### config.mk
export PLATFORM = sky130hd
export DESIGN_NAME = c0_exc_ctrl
export DESIGN_NICKNAME = d
export VERILOG_FILES = /design/src/rtl/c0_exc_ctrl.sv
export SDC_FILE = /design/constraint.sdc
export NUM_CORES = 1
export LEC_CHECK = 0
export ABC_AREA = 1
export CORE_AREA = 4 4 109 111
export DETAILED_ROUTE_END_ITERATION = 10
export DIE_AREA = 0 0 113 115
export GPL_ROUTABILITY_DRIVEN = 0
export PLACE_DENSITY = 0.89
export SYNTH_ARGS = -nofsm -noshare
export SYNTH_HDL_FRONTEND = slang
export SYNTH_SLANG_ARGS = --single-unit
### constraint.sdc
create_clock -name sys_clk -period 1.98 [get_ports sys_clk]
set_input_delay 0.198 -clock sys_clk [delete_from_list [all_inputs] [get_ports sys_clk]]
set_output_delay 0.198 -clock sys_clk [all_outputs]
set_load 0.02 [all_outputs]
### src/rtl/c0_exc_ctrl.sv
// ---------------------------------------------------------------------------
// c0_exc_ctrl
//
// Coprocessor-0 exception/interrupt sequencer. Owns Status, Cause and EPC,
// decides when to take a synchronous exception or a hardware interrupt, and
// drives the flush/redirect handshake into EXC_VECTOR (and back to EPC on
// ERET). Also services mtc0/mfc0/di/ei.
//
// Ports
//   sys_clk, rst_n      clock, synchronous active-low reset
//   irq_i               level-sensitive interrupt lines (NUM_IRQ wide)
//   exc_req_i           synchronous exception pulse, with exc_code_i/exc_pc_i
//   eret_i/di_i/ei_i    decoded ERET / DI / EI pulses
//   mtc0_we_i           CP0 write strobe, mtc0_addr_i/mtc0_data_i
//   mfc0_addr_i         CP0 read address -> mfc0_data_o (combinational)
//   pipe_ready_i        pipeline drained, may accept a redirect
//   flush_o             kill in-flight instructions (FLUSH state)
//   redirect_o          one-cycle redirect strobe, target redirect_pc_o
//   busy_o              controller not idle, pipeline must stall issue
//   status_o/cause_o/epc_o  live register values
// ---------------------------------------------------------------------------
module c0_exc_ctrl #(
    parameter logic [31:0] EXC_VECTOR = 32'h0000_0180,
    parameter int          NUM_IRQ    = 6
) (
    input  logic               sys_clk,
    input  logic               rst_n,
    input  logic [NUM_IRQ-1:0] irq_i,
    input  logic               exc_req_i,
    input  logic [4:0]         exc_code_i,
    input  logic [31:0]        exc_pc_i,
    input  logic               eret_i,
    input  logic               di_i,
    input  logic               ei_i,
    input  logic               mtc0_we_i,
    input  logic [4:0]         mtc0_addr_i,
    input  logic [31:0]        mtc0_data_i,
    input  logic [4:0]         mfc0_addr_i,
    input  logic               pipe_ready_i,
    output logic [31:0]        mfc0_data_o,
    output logic               flush_o,
    output logic               redirect_o,
    output logic [31:0]        redirect_pc_o,
    output logic               busy_o,
    output logic [31:0]        status_o,
    output logic [31:0]        cause_o,
    output logic [31:0]        epc_o
);

    localparam logic [1:0] ST_IDLE     = 2'd0;
    localparam logic [1:0] ST_FLUSH    = 2'd1;
    localparam logic [1:0] ST_REDIRECT = 2'd2;

    localparam logic [4:0] ADDR_STATUS = 5'd12;
    localparam logic [4:0] ADDR_CAUSE  = 5'd13;
    localparam logic [4:0] ADDR_EPC    = 5'd14;

    logic [1:0]         state_q;
    logic               ie_q;
    logic               exl_q;
    logic [NUM_IRQ-1:0] im_q;
    logic [4:0]         exc_code_q;
    logic [31:0]        epc_q;
    logic [31:0]        redirect_pc_q;
    logic               int_take;

    // Uses registered IE/IM/EXL only, so an enable written this cycle can
    // first cause an entry on the following cycle.
    assign int_take = ie_q & ~exl_q & (|(irq_i & im_q));

    always_ff @(posedge sys_clk) begin
        if (!rst_n) begin
            state_q       <= ST_IDLE;
            ie_q          <= 1'b0;
            exl_q         <= 1'b0;
            im_q          <= '0;
            exc_code_q    <= 5'd0;
            epc_q         <= 32'd0;
            redirect_pc_q <= 32'd0;
        end else begin
            case (state_q)
                ST_IDLE: begin
                    // Entry and ERET take precedence; a coincident
                    // mtc0/di/ei is deliberately dropped.
                    if (exc_req_i) begin
                        epc_q         <= exc_pc_i;
                        exc_code_q    <= exc_code_i;
                        exl_q         <= 1'b1;
                        redirect_pc_q <= EXC_VECTOR;
                        state_q       <= ST_FLUSH;
                    end else if (int_take) begin
                        epc_q         <= exc_pc_i;
                        exc_code_q    <= 5'd0;
                        exl_q         <= 1'b1;
                        redirect_pc_q <= EXC_VECTOR;
                        state_q       <= ST_FLUSH;
                    end else if (eret_i) begin
                        exl_q         <= 1'b0;
                        redirect_pc_q <= epc_q;
                        state_q       <= ST_REDIRECT;
                    end else begin
                        if (di_i) ie_q <= 1'b0;
                        if (ei_i) ie_q <= 1'b1;
                        // mtc0 is applied last so it wins over di/ei.
                        if (mtc0_we_i) begin
                            case (mtc0_addr_i)
                                ADDR_STATUS: begin
                                    ie_q  <= mtc0_data_i[0];
                                    exl_q <= mtc0_data_i[1];
                                    im_q  <= mtc0_data_i[8 +: NUM_IRQ];
                                end
                                ADDR_CAUSE: exc_code_q <= mtc0_data_i[6:2];
                                ADDR_EPC:   epc_q      <= mtc0_data_i;
                                default: ;
                            endcase
                        end
                    end
                end
                ST_FLUSH: begin
                    if (pipe_ready_i) state_q <= ST_REDIRECT;
                end
                ST_REDIRECT: state_q <= ST_IDLE;
                default:     state_q <= ST_IDLE;
            endcase
        end
    end

    // Handshake outputs decode purely from registered state.
    assign flush_o       = (state_q == ST_FLUSH);
    assign redirect_o    = (state_q == ST_REDIRECT);
    assign busy_o        = (state_q != ST_IDLE);
    assign redirect_pc_o = redirect_pc_q;
    assign epc_o         = epc_q;

    always_comb begin
        status_o                  = 32'd0;
        status_o[0]               = ie_q;
        status_o[1]               = exl_q;
        status_o[8 +: NUM_IRQ]    = im_q;
        // IP is a live view of the request lines, not a stored field.
        cause_o                   = 32'd0;
        cause_o[6:2]              = exc_code_q;
        cause_o[8 +: NUM_IRQ]     = irq_i;
    end

    always_comb begin
        mfc0_data_o = 32'd0;
        case (mfc0_addr_i)
            ADDR_STATUS: mfc0_data_o = status_o;
            ADDR_CAUSE:  mfc0_data_o = cause_o;
            ADDR_EPC:    mfc0_data_o = epc_q;
            default:     mfc0_data_o = 32'd0;
        endcase
    end

endmodule

==> out/metrics.yaml <==
ys_types: 25
vdd_drop_max_mv: 0.4166
num_vias: 5082
synth-main-ff-cell: "dfxtp_1"
core_area_sq_um: 10790
crit_arrival_ns: 1.68
relSlewSlack_pct: 63.19
setup_slack_ns: 0.1049
cts.sinks: 79
grt_max_degree: 48
synth-edff-count: 0
cellLeakagePower_nw: 3.150
ant_nets: 0
synthArstFlopShare_pct: 0
power.switching_w: 0.001423
hold_path.class: "in -> reg"
max_stage_delay_ns: 0.47
final_core_util_pct: 62.24
yosysSeqAreaShare_pct: 35.20
skew_ns: 0.01511
drc: 0
clockRootBuffer: "clkbuf_8"
die_w_microns: 113
portBuffers: 210
synth_top_family_by_area: "simple AND/OR/NAND/NOR gates"
sw_frac_of_total_pct: 32.16
die-area_sq_um: 13000
cts_setup_buffers: 0
crit_path_top_delay_cell: "clkdlybuf4s50_1"
cts_buffers: 9
hold_slack_ns: 0.3820
path_clk_slew_ns: 0.07
area_growth_pct: 49.51
crit_type: "in -> out"
finalInstanceArea_sq_um: 6718
place_inst: 1030
maxSlewViolCount: 0
period_share_pct: 94.70
synth-xor-area-share_pct: 0
synthesis.area_sq_um: 4493
synthSimpleGateAreaFrac_pct: 38.18
placed_cell_area_sq_um: 6573
synth_fa_ha_area_share_pct: 0
synth-compound-area-share_pct: 7.296
hold_buffers: 0
tightest_slew_ns: 0.5522
seq_power_share_pct: 40.4
antenna_cells: 0
avgSynthCellArea_sq_um: 6.382
cts_max_path_buffers: 2
grt_usage_pct: 23.14
critPathMaxFanout: 17
post-place-ws_ns: -0.2519
ys_ff_latch: 79
finalHoldViolCount: 0
rsz0062_at_grt: "false"
grt_pass1_vias: 4820
synth_warnings: 0
drtIter0Drc: 310
globalRouteOverflowTotal: 0
hpwl_microns: 12080
fp.dieH_microns: 115
antenna_found_initial: 0
layout-drive-gt1-share_pct: 7.072
p_int_w: 0.003003
rows: 38
syn_inst: 704
start_util_pct: 41.63
h-tree-depth: 3
wl_per_cell_microns: 15.09
max_freq_mhz: 533.3
start_kind: "input port"
crit_chain: "clkdlybuf4s50_1, nand2_1, nor2_1, nand3b_1, buf_4, nor2_1, dlygate4sd2_1"
stdcell_count: 1045
min_period_ns: 1.875
cellPowerDensity_nw_per_um2: 658.9
combinationalPowerShare_pct: 29.6
power.share.clock_pct: 30.0
drtPass1Iterations: 7
crit_top_cell: "nor2_1"
io_pins: 256
status: "finished clean"
setup_viol: 0
synth_mux_area_share_pct: 0
clock_latency_ns: 0.34
via_per_inst: 4.863
required_ns: 1.78
grt_pass1_wl_microns: 24370
wl_microns: 15770
maxCapViolCount: 0
cts_tree: "done"
nets: 994
end_kind: "primary output"
==> placed cells by master, fill, tap and decap left out, types with 2 or more instances in the layout <==
master,n
clkinv_2,2
inv_1,56
clkdlybuf4s50_1,177
clkdlybuf4s15_1,6
nand4_1,33
clkbuf_2,9
nand2_1,212
nand3_1,38
o221ai_1,6
bufinv_16,2
buf_4,22
conb_1,45
dlygate4sd2_1,17
a21oi_1,35
o22ai_1,6
nand2_2,5
nor2_1,117
buf_12,6
clkbuf_8,10
inv_2,3
dfxtp_1,79
o21ai_1,5
o21ai_0,6
==> Yosys cell counts, types with 6 or more instances <==
| cell | count | area, sq um |
|---|---|---|
| a21oi_1 | 35 | 175.2 |
| buf_2 | 10 | 50.05 |
| buf_4 | 60 | 450.4 |
| buf_6 | 6 | 67.56 |
| clkbuf_1 | 18 | 67.56 |
| dfxtp_1 | 79 | 1582 |
| inv_1 | 56 | 210.2 |
| nand2_1 | 212 | 795.8 |
| nand3_1 | 38 | 190.2 |
| nand4_1 | 33 | 206.5 |
| nor2_1 | 117 | 439.2 |
| o21ai_0 | 6 | 30.03 |
| o221ai_1 | 6 | 52.55 |
| o22ai_1 | 6 | 37.54 |
==> metal layers <==
metal  vias up  track usage, %  wire length [microns]
met5         -               0                      0
met4         0           9.936                    507
met3        35           4.947                   1195
met2       219           39.38                   7671
met1      2316           28.38                   6393
li1       2512               -                      -
==> final cells by class <==
cell class / count / area, sq um
Fill cell: 989 / 4075
Timing Repair Buffer: 238 / 2316
Multi-Input combinational cell: 514 / 2212
Sequential cell: 79 / 1582
Inverter: 59 / 221.5
Tap cell: 140 / 175.2
Clock buffer: 11 / 141.4
Clock inverter: 4 / 70.07
==> worst paths after layout <==
kind                      from                 to  slack, ns  depth (start not counted)
min                      rst_n   redirect_pc_o[4]       0.38                          3
max reg2reg            im_q[3]          epc_o[16]       0.31                         11
max             mfc0_addr_i[3]    mfc0_data_o[20]       0.10                          7
min reg2reg  redirect_pc_o[15]  redirect_pc_o[15]       0.46                          2
==> worst max-delay path: cells and delay by family <==
family	cells	cell delay [ns]
and+or+nand+nor	4	0.43
buffers and inverters	3	1.03
==> kinds of logic (layout without fill, tap and decap cells) <==
kind of cell | after synthesis | count (layout)
and+or+nand+nor | 410 | 410
buffers and inverters | 155 | 312
DFF | 79 | 79
AOI/OAI and AO/OA | 59 | 59
other | 1 | 45
==> state kept, by name (all words and copies together) (netlist names) <==
| signal | count |
|---|---|
| epc_o | 32 |
| exc_code_q | 5 |
| exl_q | 1 |
| ie_q | 1 |
| im_q | 6 |
| redirect_pc_o | 32 |
| state_q | 2 |
==> through the flow <==
step	TNS, ns	power, W
final	0	0.004426
after global routing	0	0.004644
after CTS	0	0.004446
after detailed placement	-5.351	0.003131
after global placement	-3.977	0.003113
after floorplan	0	0.002595
==> power by group through the flow <==
stage	registers (W)	logic, W	clock network, W
6_report	0.00179	0.00131	0.00133
2_1_floorplan	0.00193	0.000664	0
5_1_grt	0.00180	0.00142	0.00142
3_3_place_gp	0.00182	0.00129	0
4_1_cts	0.00179	0.00131	0.00135
3_5_place_dp	0.00182	0.00131	0
==> what timing repair did <==
| action | 4_1_cts | 5_1_grt |
|---|---|---|
| endpoints found under the setup margin | 32 | 15 |
| gates resized for setup | 32 | 31 |
| hold endpoints to repair | 0 | 0 |
No activity file was read; power rests on OpenSTA's default activity.
